[config.mk]
export PLATFORM = sky130hd
export DESIGN_NAME = pipe_hazard_ctrl
export DESIGN_NICKNAME = d
export VERILOG_FILES = /design/src/rtl/pipe_hazard_ctrl.sv
export SDC_FILE = /design/constraint.sdc
export NUM_CORES = 1
export LEC_CHECK = 0
export BUFFER_PORTS_ARGS = -buffer_cell sky130_fd_sc_hd__clkbuf_2
export CAP_MARGIN = 40
export CORE_MARGIN = 2
export CORE_UTILIZATION = 49
export DETAILED_ROUTE_END_ITERATION = 8
export PLACE_DENSITY = 0.69
export SYNTH_ARGS = -nofsm -noshare
export SYNTH_HDL_FRONTEND = slang
export SYNTH_SLANG_ARGS = --single-unit
[constraint.sdc]
create_clock -name clk -period 2.5 [get_ports clk]
set_input_delay 0.125 -clock clk [delete_from_list [all_inputs] [get_ports clk]]
set_output_delay 0.125 -clock clk [all_outputs]
set_load 0.02 [all_outputs]
[src/rtl/pipe_hazard_ctrl.sv]
// -----------------------------------------------------------------------------
// pipe_hazard_ctrl
// Central stall / flush / redirect controller for an in-order pipeline, with
// per-stage statistics counters and a stall watchdog.
//
// Ports:
//   clk, rst_n      : clock, asynchronous active-low reset
//   hold            : per-stage "cannot advance" request
//   redir_valid     : per-stage redirect request
//   redir_target    : per-stage redirect target, slice i belongs to stage i
//   stall, flush    : per pipeline input register (index 0 = PC register)
//   load_pc_we      : PC overload strobe
//   load_pc_new_pc  : PC overload value (target of the winning redirect)
//   cnt_sel         : statistics counter select (registered readout)
//   cnt_clear       : synchronous clear of all counters and the watchdog
//   cnt_data        : selected counter, one cycle after cnt_sel
//   wd_trip         : sticky watchdog flag, cleared only by cnt_clear
// -----------------------------------------------------------------------------
module pipe_hazard_ctrl #(
  parameter int NUM_STAGES = 5,
  parameter int PC_W       = 32,
  parameter int CNT_W      = 16,
  parameter int WD_LIMIT   = 1024,
  parameter int DELAY_SLOT = 1
) (
  input  logic                       clk,
  input  logic                       rst_n,
  input  logic [NUM_STAGES-1:0]      hold,
  input  logic [NUM_STAGES-1:0]      redir_valid,
  input  logic [NUM_STAGES*PC_W-1:0] redir_target,
  output logic [NUM_STAGES-1:0]      stall,
  output logic [NUM_STAGES-1:0]      flush,
  output logic                       load_pc_we,
  output logic [PC_W-1:0]            load_pc_new_pc,
  input  logic [4:0]                 cnt_sel,
  input  logic                       cnt_clear,
  output logic [CNT_W-1:0]           cnt_data,
  output logic                       wd_trip
);

  // Delay slot is a single-instruction concept; any non-zero value means one.
  localparam int DS   = (DELAY_SLOT != 0) ? 1 : 0;
  localparam int WD_W = $clog2(WD_LIMIT) + 1;

  typedef enum logic [1:0] {
    WD_IDLE  = 2'd0,
    WD_COUNT = 2'd1,
    WD_TRIP  = 2'd2
  } wd_state_t;

  // Saturating increment: a full counter stays full instead of wrapping.
  function automatic logic [CNT_W-1:0] sat_inc(input logic [CNT_W-1:0] v,
                                               input logic             en);
    sat_inc = (en && (v != {CNT_W{1'b1}})) ? (v + CNT_W'(1)) : v;
  endfunction

  logic [NUM_STAGES:0]   stalled_raw_s;  // bit NUM_STAGES is the writeback side, never stalled
  logic [NUM_STAGES-1:0] cand_s;
  logic [NUM_STAGES-1:0] win_oh_s;
  logic                  win_any_s;
  logic [NUM_STAGES:0]   le_win_s;       // bit j set when j <= winner index
  logic [NUM_STAGES-1:0] lt_win_s;
  logic [NUM_STAGES-1:0] killed_s;
  logic [NUM_STAGES-1:0] hold_eff_s;
  logic [NUM_STAGES-1:0] stalled_eff_s;
  logic [PC_W-1:0]       new_pc_s;
  logic                  found_s;
  logic                  acc_s;

  logic [CNT_W-1:0]      hc_r [NUM_STAGES];
  logic [CNT_W-1:0]      he_r [NUM_STAGES];
  logic [CNT_W-1:0]      rd_r [NUM_STAGES];
  logic [NUM_STAGES-1:0] hold_q_r;
  logic                  armed_r;
  logic [NUM_STAGES-1:0] hold_rise_s;
  logic [CNT_W-1:0]      sel_val_s;
  logic [CNT_W-1:0]      cnt_data_r;

  wd_state_t             wd_state_r;
  wd_state_t             wd_state_n;
  logic [WD_W-1:0]       wd_cnt_r;
  logic [WD_W-1:0]       wd_cnt_n;
  logic                  wd_trip_r;

  // Stall propagation: a held stage also blocks everything older than it.
  always_comb begin
    stalled_raw_s = {(NUM_STAGES+1){1'b0}};
    for (int i = NUM_STAGES-1; i >= 0; i--) begin
      stalled_raw_s[i] = hold[i] | stalled_raw_s[i+1];
    end
  end

  // Redirect arbitration: the oldest (highest index) unblocked request wins.
  always_comb begin
    found_s   = 1'b0;
    cand_s    = {NUM_STAGES{1'b0}};
    win_oh_s  = {NUM_STAGES{1'b0}};
    for (int i = NUM_STAGES-1; i >= 0; i--) begin
      cand_s[i]   = redir_valid[i] & ~stalled_raw_s[i+1];
      win_oh_s[i] = cand_s[i] & ~found_s;
      found_s     = found_s | cand_s[i];
    end
    win_any_s = found_s;
  end

  // Winner-relative masks and the effective stall/flush vectors.
  always_comb begin
    acc_s         = 1'b0;
    le_win_s      = {(NUM_STAGES+1){1'b0}};
    lt_win_s      = {NUM_STAGES{1'b0}};
    killed_s      = {NUM_STAGES{1'b0}};
    hold_eff_s    = {NUM_STAGES{1'b0}};
    stalled_eff_s = {NUM_STAGES{1'b0}};
    new_pc_s      = {PC_W{1'b0}};
    for (int j = NUM_STAGES-1; j >= 0; j--) begin
      acc_s       = acc_s | win_oh_s[j];
      le_win_s[j] = acc_s;
      lt_win_s[j] = acc_s & ~win_oh_s[j];
    end
    // Registers 1..r-DS hold instructions on the wrong path.
    for (int j = 1; j < NUM_STAGES; j++) begin
      killed_s[j] = le_win_s[j+DS];
    end
    hold_eff_s = hold & ~lt_win_s;
    // A winner only exists when everything downstream of it is free, so the
    // stages at and above the winner become unstalled.
    for (int j = 0; j < NUM_STAGES; j++) begin
      stalled_eff_s[j] = stalled_raw_s[j] & ~le_win_s[j];
      new_pc_s         = new_pc_s | ({PC_W{win_oh_s[j]}} & redir_target[j*PC_W +: PC_W]);
    end
  end

  // Combinational control outputs; a held stage pushes a bubble forward.
  always_comb begin
    stall    = stalled_eff_s;
    flush    = {NUM_STAGES{1'b0}};
    for (int i = 1; i < NUM_STAGES; i++) begin
      flush[i] = killed_s[i] | (hold_eff_s[i-1] & ~stalled_eff_s[i]);
    end
    load_pc_we     = win_any_s;
    load_pc_new_pc = new_pc_s;
  end

  // Rising-edge detect; armed_r suppresses a hold that was already high at reset release.
  assign hold_rise_s = hold & ~hold_q_r & {NUM_STAGES{armed_r}};

  // Registered hold copy for event counting.
  always_ff @(posedge clk or negedge rst_n) begin
    if (!rst_n) begin
      hold_q_r <= {NUM_STAGES{1'b0}};
      armed_r  <= 1'b0;
    end else begin
      hold_q_r <= hold;
      armed_r  <= 1'b1;
    end
  end

  // Statistics counters: hold cycles, hold events, redirect wins.
  always_ff @(posedge clk or negedge rst_n) begin
    if (!rst_n) begin
      for (int i = 0; i < NUM_STAGES; i++) begin
        hc_r[i] <= {CNT_W{1'b0}};
        he_r[i] <= {CNT_W{1'b0}};
        rd_r[i] <= {CNT_W{1'b0}};
      end
    end else if (cnt_clear) begin
      for (int i = 0; i < NUM_STAGES; i++) begin
        hc_r[i] <= {CNT_W{1'b0}};
        he_r[i] <= {CNT_W{1'b0}};
        rd_r[i] <= {CNT_W{1'b0}};
      end
    end else begin
      for (int i = 0; i < NUM_STAGES; i++) begin
        hc_r[i] <= sat_inc(hc_r[i], hold[i]);
        he_r[i] <= sat_inc(he_r[i], hold_rise_s[i]);
        rd_r[i] <= sat_inc(rd_r[i], win_oh_s[i]);
      end
    end
  end

  // Counter readout mux; unmapped selects fall through to zero.
  always_comb begin
    sel_val_s = {CNT_W{1'b0}};
    for (int i = 0; i < NUM_STAGES; i++) begin
      sel_val_s = sel_val_s
                | ({CNT_W{cnt_sel == 5'(i)}}      & hc_r[i])
                | ({CNT_W{cnt_sel == 5'(8 + i)}}  & he_r[i])
                | ({CNT_W{cnt_sel == 5'(16 + i)}} & rd_r[i]);
    end
  end

  // Readout register, the only path from cnt_sel to an output.
  always_ff @(posedge clk or negedge rst_n) begin
    if (!rst_n) begin
      cnt_data_r <= {CNT_W{1'b0}};
    end else if (cnt_clear) begin
      cnt_data_r <= {CNT_W{1'b0}};
    end else begin
      cnt_data_r <= sel_val_s;
    end
  end

  assign cnt_data = cnt_data_r;

  // Watchdog next state: counts consecutive cycles with the PC register stalled.
  always_comb begin
    wd_state_n = wd_state_r;
    wd_cnt_n   = wd_cnt_r;
    case (wd_state_r)
      WD_IDLE: begin
        if (stalled_eff_s[0]) begin
          wd_state_n = WD_COUNT;
          wd_cnt_n   = WD_W'(1);
        end else begin
          wd_cnt_n   = {WD_W{1'b0}};
        end
      end
      WD_COUNT: begin
        if (!stalled_eff_s[0]) begin
          wd_state_n = WD_IDLE;
          wd_cnt_n   = {WD_W{1'b0}};
        end else if (wd_cnt_r >= WD_W'(WD_LIMIT - 1)) begin
          wd_state_n = WD_TRIP;
        end else begin
          wd_cnt_n   = wd_cnt_r + WD_W'(1);
        end
      end
      WD_TRIP: begin
        wd_state_n = WD_TRIP;
      end
      default: begin
        wd_state_n = WD_IDLE;
        wd_cnt_n   = {WD_W{1'b0}};
      end
    endcase
    if (cnt_clear) begin
      wd_state_n = WD_IDLE;
      wd_cnt_n   = {WD_W{1'b0}};
    end else begin
      wd_cnt_n   = wd_cnt_n;
    end
  end

  // Watchdog state register and registered trip flag.
  always_ff @(posedge clk or negedge rst_n) begin
    if (!rst_n) begin
      wd_state_r <= WD_IDLE;
      wd_cnt_r   <= {WD_W{1'b0}};
      wd_trip_r  <= 1'b0;
    end else begin
      wd_state_r <= wd_state_n;
      wd_cnt_r   <= wd_cnt_n;
      wd_trip_r  <= (wd_state_n == WD_TRIP);
    end
  end

  assign wd_trip = wd_trip_r;

endmodule

-- Word-level counts from Yosys, hierarchy flattened
Index checks and enable logic that the tools add are counted.
- add/subtract/negate cells: 16
- $lt $le $gt $ge: 1
- equality and inequality tests: 34
- multiplexer cells: 29
- bitwise operators: 99
- reduce and logical (&&, ||, !) cells: 33
- operator list (kind ; number):
    $mux W16 ; 16
    $add A16 B1 Y16 const B ; 15
    $and A16 B16 Y16 ; 15
    $mux W80 ; 3
    $ne A16 B16 Y1 const B ; 15
    $or A16 B16 Y16 ; 14
    $and A32 B32 Y32 ; 5
    $or A32 B32 Y32 ; 4
    $mux W11 ; 3
    $pmux W11 S3 ; 1
    $reduce_bool A2 Y1 ; 15
    $eq A5 B4 Y1 const B ; 5
    $eq A5 B5 Y1 const B ; 5
    $and A1 B1 Y1 ; 21
    $not A1 Y1 ; 20
    $logic_and A1 B1 Y1 ; 15
    $or A1 B1 Y1 ; 15
    $add A11 B1 Y11 const B ; 1
    $ge A11 B10 Y1 const B ; 1
    $and A5 B5 Y5 ; 2
    $eq A5 B2 Y1 const B ; 2
    $mux W2 ; 4
    $pmux W2 S3 ; 1
    $eq A5 B1 Y1 const B ; 1
    other kinds (12) ; 13
- flip-flop bits (word level): 276
- input port bits: 178
- output and inout bits: 60
- logic and storage cells: 233

-- Depth between registers and ports, before layout
- depth in word-level cells: 17
- mapped depth: 7
- gate-level depth less buffers: 6

-- Least setup slack after synthesis
OpenSTA, ideal clock, no wires.
- path kind: register to register
- from: register he_r[64] in the netlist's numbering
- to: register he_r[66] in the netlist's numbering
- setup time: 0.132 ns
- data arrival time: 1.825 ns
- setup slack: 0.543 ns
- stages on the path, launching flop included: 8
- clock period less this slack: 1.957 ns
- path through: dfrtp_1 > ha_1 > nand3_1 > or4_4 > buf_2 > o211ai_1 > xor2_1 > nor2_1
- longest elaborated chain between the ends: 3
- RTL lines (what ; line ; RTL):
    from (decl) ; 71 ; logic [CNT_W-1:0] he_r [NUM_STAGES];
    from (signal, indexed assignment) ; 163 ; he_r[i] <= {CNT_W{1'b0}};
    from (signal, indexed assignment) ; 169 ; he_r[i] <= {CNT_W{1'b0}};
    from (signal, indexed assignment) ; 175 ; he_r[i] <= sat_inc(he_r[i], hold_rise_s[i]);
    $add A16 B1 Y16 / $ne A16 B16 Y1 (equally long branches) ; 54 ; sat_inc = (en && (v != {CNT_W{1'b1}})) ? (v + CNT_W'(1)) : v;
    $mux W16 / $logic_and A1 B1 Y1 (equally long branches) ; 54 ;
    $mux W80 / $reduce_bool A2 Y1 (equally long branches) ; -- ;
Parallel ways exist; a longest one is shown, timed or not. The select of a mux whose other input is x is not followed.
A chain may end at the register's enable or synchronous reset.

-- Final worst setup path
- from: input port hold[2]
- to: output port load_pc_new_pc[15]
- longest elaborated chain between the ends: 11
- RTL lines (what ; line ; RTL):
    from (decl) ; 28 ; input logic [NUM_STAGES-1:0] hold,
    $or A1 B1 Y1 (*) ; 89 ; stalled_raw_s[i] = hold[i] | stalled_raw_s[i+1];
    $not A1 Y1 ; 99 ; cand_s[i] = redir_valid[i] & ~stalled_raw_s[i+1];
    $and A1 B1 Y1 ; 99 ;
    $or A1 B1 Y1 ; 101 ; found_s = found_s | cand_s[i];
    $not A1 Y1 ; 100 ; win_oh_s[i] = cand_s[i] & ~found_s;
    $and A1 B1 Y1 ; 100 ;
    $and A32 B32 Y32 ; 129 ; new_pc_s = new_pc_s | ({PC_W{win_oh_s[j]}} & redir_target[j*PC_W +: PC_W]);
    $or A32 B32 Y32 (*) (4 in series) ; 129 ;
    to (decl) ; 34 ; output logic [PC_W-1:0] load_pc_new_pc,
Mark *: on every way between the ends. The rest lies on a longest branch, timed or not.

==> metrics.sh <==
RUN_STATUS='complete, no violations'
POWER_DENSITY_nW_PER_UM2=531
FIN_SETUP_TNS_PS=0
NETLIST_AREA_UM2=16500
FINALWORSTSETUPSLACK_PS=19.1
HOLDWS_PS=14.9
YS_ASYNC_SR_FRACTION_PCT=100
PRE_CTS_WS_PS=224
SYNTH_ENABLE_FLOP_CELLS=0
MAX-VDD-IR-DROP_mV=0.532
REQUIRED_PS=2380
DRIVE_GT1_SHARE_PCT=18.3
TIMING.CLOCK.SKEW_PS=30.5
CLOCK_LATENCY_PS=520
WIRE_LENGTH_OF_THE_FIRST_GLOBAL_ROUTING_PASS_UM=97700
TOTAL_POWER_W=0.0104
IOPINCOUNT=238
GRT_PASS1_VIAS=15900
SETUP_VIOL_COUNT_FINAL=0
DIE-HEIGHT_UM=188
DRT_DRC_VIOLATIONS_LEFT=0
ANTENNA_VIOLATIONS_BEFORE_REPAIR=2
CAP_VIOL_MAX_COUNT=0
DP_HPWL_UM=50100
FILLERINSTANCES=3011
ANTENNA_NETS_POST_ROUTE=0
CTS_TREE='yes'
DRT-WIRELENGTH-PER-CELL_UM=25.0
CTS.REPORTEDPATHS.CLKPINSLEW_PS=50
CLOCK-SINKS=276
GLOBALPLACE.CONGESTION=0.997
DESIGN.FINAL.NETS=2308
WORST_SLEW_PIN_SLEW_PS=925
FINAL_UTIL_PCT=58.9
WL_UM=64700
POST_SYNTH_MOST_FREQUENT_CELLS='dfrtp_1, nor2_1, nand2_1'
CTS_MAX_PATH_BUFFERS=3
POSTCTSSETUPREPAIRBUFS=0
SYNTH_FLOP_CELL='dfrtp_1'
TIMING.FINAL.CRIT_PERIOD_PS=2480
YOSYS_REGISTER_BITS=276
CRITICAL_PATH_ARRIVAL_PS=2360
END_KIND='output pin'
NETLIST-CELL-TYPE-COUNT=84
TIMING.FINAL.MAX_SLEW_VIOLATIONS=0
TIMING.FINAL.HOLD_VIOLATIONS=0
PORT_BUFFERS=236
MAXIMUM_FANOUT_ENCOUNTERED_ON_THE_CRITICAL_TIMING_PATH=39
FLOORPLAN.ROWS=67
SYN_AREA_PER_CELL_UM2=8.84
YOSYS.AREA.TOP_TYPE='dfrtp_1'
MAX-SLEW-MARGIN-REL_PCT=36.7
INITIAL_CORE_UTIL_PCT=49.5
LEAKAGEPOWER_nW=8.11
CTS-HTREE-LEVELS=2
VIASPERCELL=6.47
SYN2LAYOUT_AREA_GROWTH_PCT=18.9
SHARE_OF_THE_CLOCK_PERIOD_USED_BY_THE_WORST_PATH_AFTER_LAYOUT_PCT=99.2
GRT_USAGE_PCT=36.5
DETAIL_ROUTE.FIRST_PASS.ITERATIONS=6
SYNTHMOSTINSTANTIATEDCELL='dfrtp_1'
SHARE_OF_THE_SYNTHESIZED_AREA_IN_THE_TOP_CELL_TYPE_PCT=41.8
GRT_SETUP_UNREPAIRED='no'
CTS_MADE_BUFFERS=34
FULL_DIE_AREA_UM2=35200
GRT_MAX_DEGREE=74
COREAREA_UM2=33400
MIN_PATH_TYPE='primary input to flip-flop'
CRITICAL_PATH_CLASS='primary input to output pin'
WORST_SETUP_PATH_START_KIND='primary input'
DETAILROUTE.VIA_COUNT=16700
SYNTHESIS.YOSYS.WARNINGS=0
SYNTH_TOP_CELLS_BY_AREA='dfrtp_1, nor2_1, xnor2_1, nand2_1, xor2_1'
NETLIST_INSTANCES=1868
CHIPWIDTH_UM=188
YOSYSSEQAREASHARE_PCT=41.8
CTS_ROOT_BUFFER='clkbuf_16'
DRT-INITIAL-DRC-COUNT=2100
MAX_CLOCK_FREQ_MHz=403
SYNTH.NET_COUNT=2062
GRT_OVERFLOW_TOTAL=0
==> state kept, by name, indices dropped and copies added (netlist names) <==
signal	count
hc_r	80
he_r	80
rd_r	80
wd_state_r	2
wd_cnt_r	11
wd_trip	1
armed_r	1
cnt_data	16
hold_q_r	5
==> metrics by stage <==
step	area, µm²	instances
floorplan	16500	1868
global placement	18500	2522
detailed placement	18500	2522
CTS	19600	2582
global route	19600	2584
finish	19600	2584
==> critical path, stage by stage <==
cell           delay, ps
dlygate4sd3_1        530
clkbuf_2             230
nor2_1               270
buf_4                190
and4_4               260
buf_12               210
nand2_1              190
nand3_1              130
clkbuf_2             170
==> worst paths after layout <==
check	start	to	slack, ps	cells after the start
worst min-delay path	cnt_clear	rd_r[53]	10	2
max in group asynchronous	rst_n	rd_r[35]	1490	3
worst min register to register	wd_cnt_r[2]	wd_cnt_r[2]	530	1
worst max-delay path	hold[2]	load_pc_new_pc[15]	20	9
worst max register to register	hc_r[12]	cnt_data[12]	340	5
min in group asynchronous	rst_n	wd_cnt_r[4]	180	2
==> metal layers <==
metal,vias up,track usage (%),share of wire [%]
met5,-,0,0
met4,0,22.9,7.5
met3,194,5.91,8.8
met2,947,58.7,45
met1,8129,46.1,38
li1,7448,-,-
==> power breakdown <==
group | switching [W] | total, W | internal [W]
logic | 0.000565 | 0.000857 | 0.000292
clock network | 0.00191 | 0.00500 | 0.00309
registers | 0.0000621 | 0.00457 | 0.00450
==> layout by cell type, fill, tap and decap left out, types with 18 or more instances in the layout <==
cell type / Yosys / routed
dfrtp_1: 276 / 276
nor2_1: 247 / 247
clkbuf_2: 1 / 234
nand2_1: 173 / 173
nand3_1: 112 / 112
xnor2_1: 90 / 90
nor3_1: 79 / 79
nand4_1: 71 / 71
xor2_1: 70 / 70
a21oi_1: 66 / 65
a22oi_1: 57 / 57
buf_4: 2 / 55
and3_1: 42 / 42
o21ai_0: 42 / 42
nor4_1: 39 / 39
a222oi_1: 36 / 36
clkbuf_16: 0 / 35
inv_1: 32 / 32
or3_1: 25 / 25
a31oi_1: 23 / 23
and4_1: 22 / 22
a22o_1: 21 / 21
mux2i_1: 18 / 18
a221oi_1: 18 / 18
==> area by class of cell <==
| cell class | instances | area, µm² | area share, % |
|---|---|---|---|
| diodes | 2 | 5.00 | 0.0255 |
| repair buffers | 304 | 1820 | 9.28 |
| inverters | 32 | 120 | 0.612 |
| multi-input cells | 1466 | 9100 | 46.4 |
| clock inverters | 7 | 114 | 0.580 |
| flip-flops and latches | 276 | 6910 | 35.2 |
| well taps | 448 | 561 | 2.85 |
| clock buffers | 49 | 1010 | 5.13 |
==> repair_timing <==
action	4_1_cts	5_1_grt
endpoints found under the setup margin	0	2
gates resized for setup	0	2
endpoints found under the hold margin	65	0
hold buffers	4	0
==> cells by family after synthesis <==
kind of cell	after synthesis	share of synthesized area, %
XOR/XNOR	160	8.48
AND/OR/NAND/NOR	909	28.1
flip-flops	276	41.8
other	2	0.0455
adder cells (fa/ha/maj)	16	1.21
buffers and inverters	126	3.14
AO/OA/AOI/OAI	360	16.1
multiplexers	19	1.16
Power figures use the tool's default switching activity.
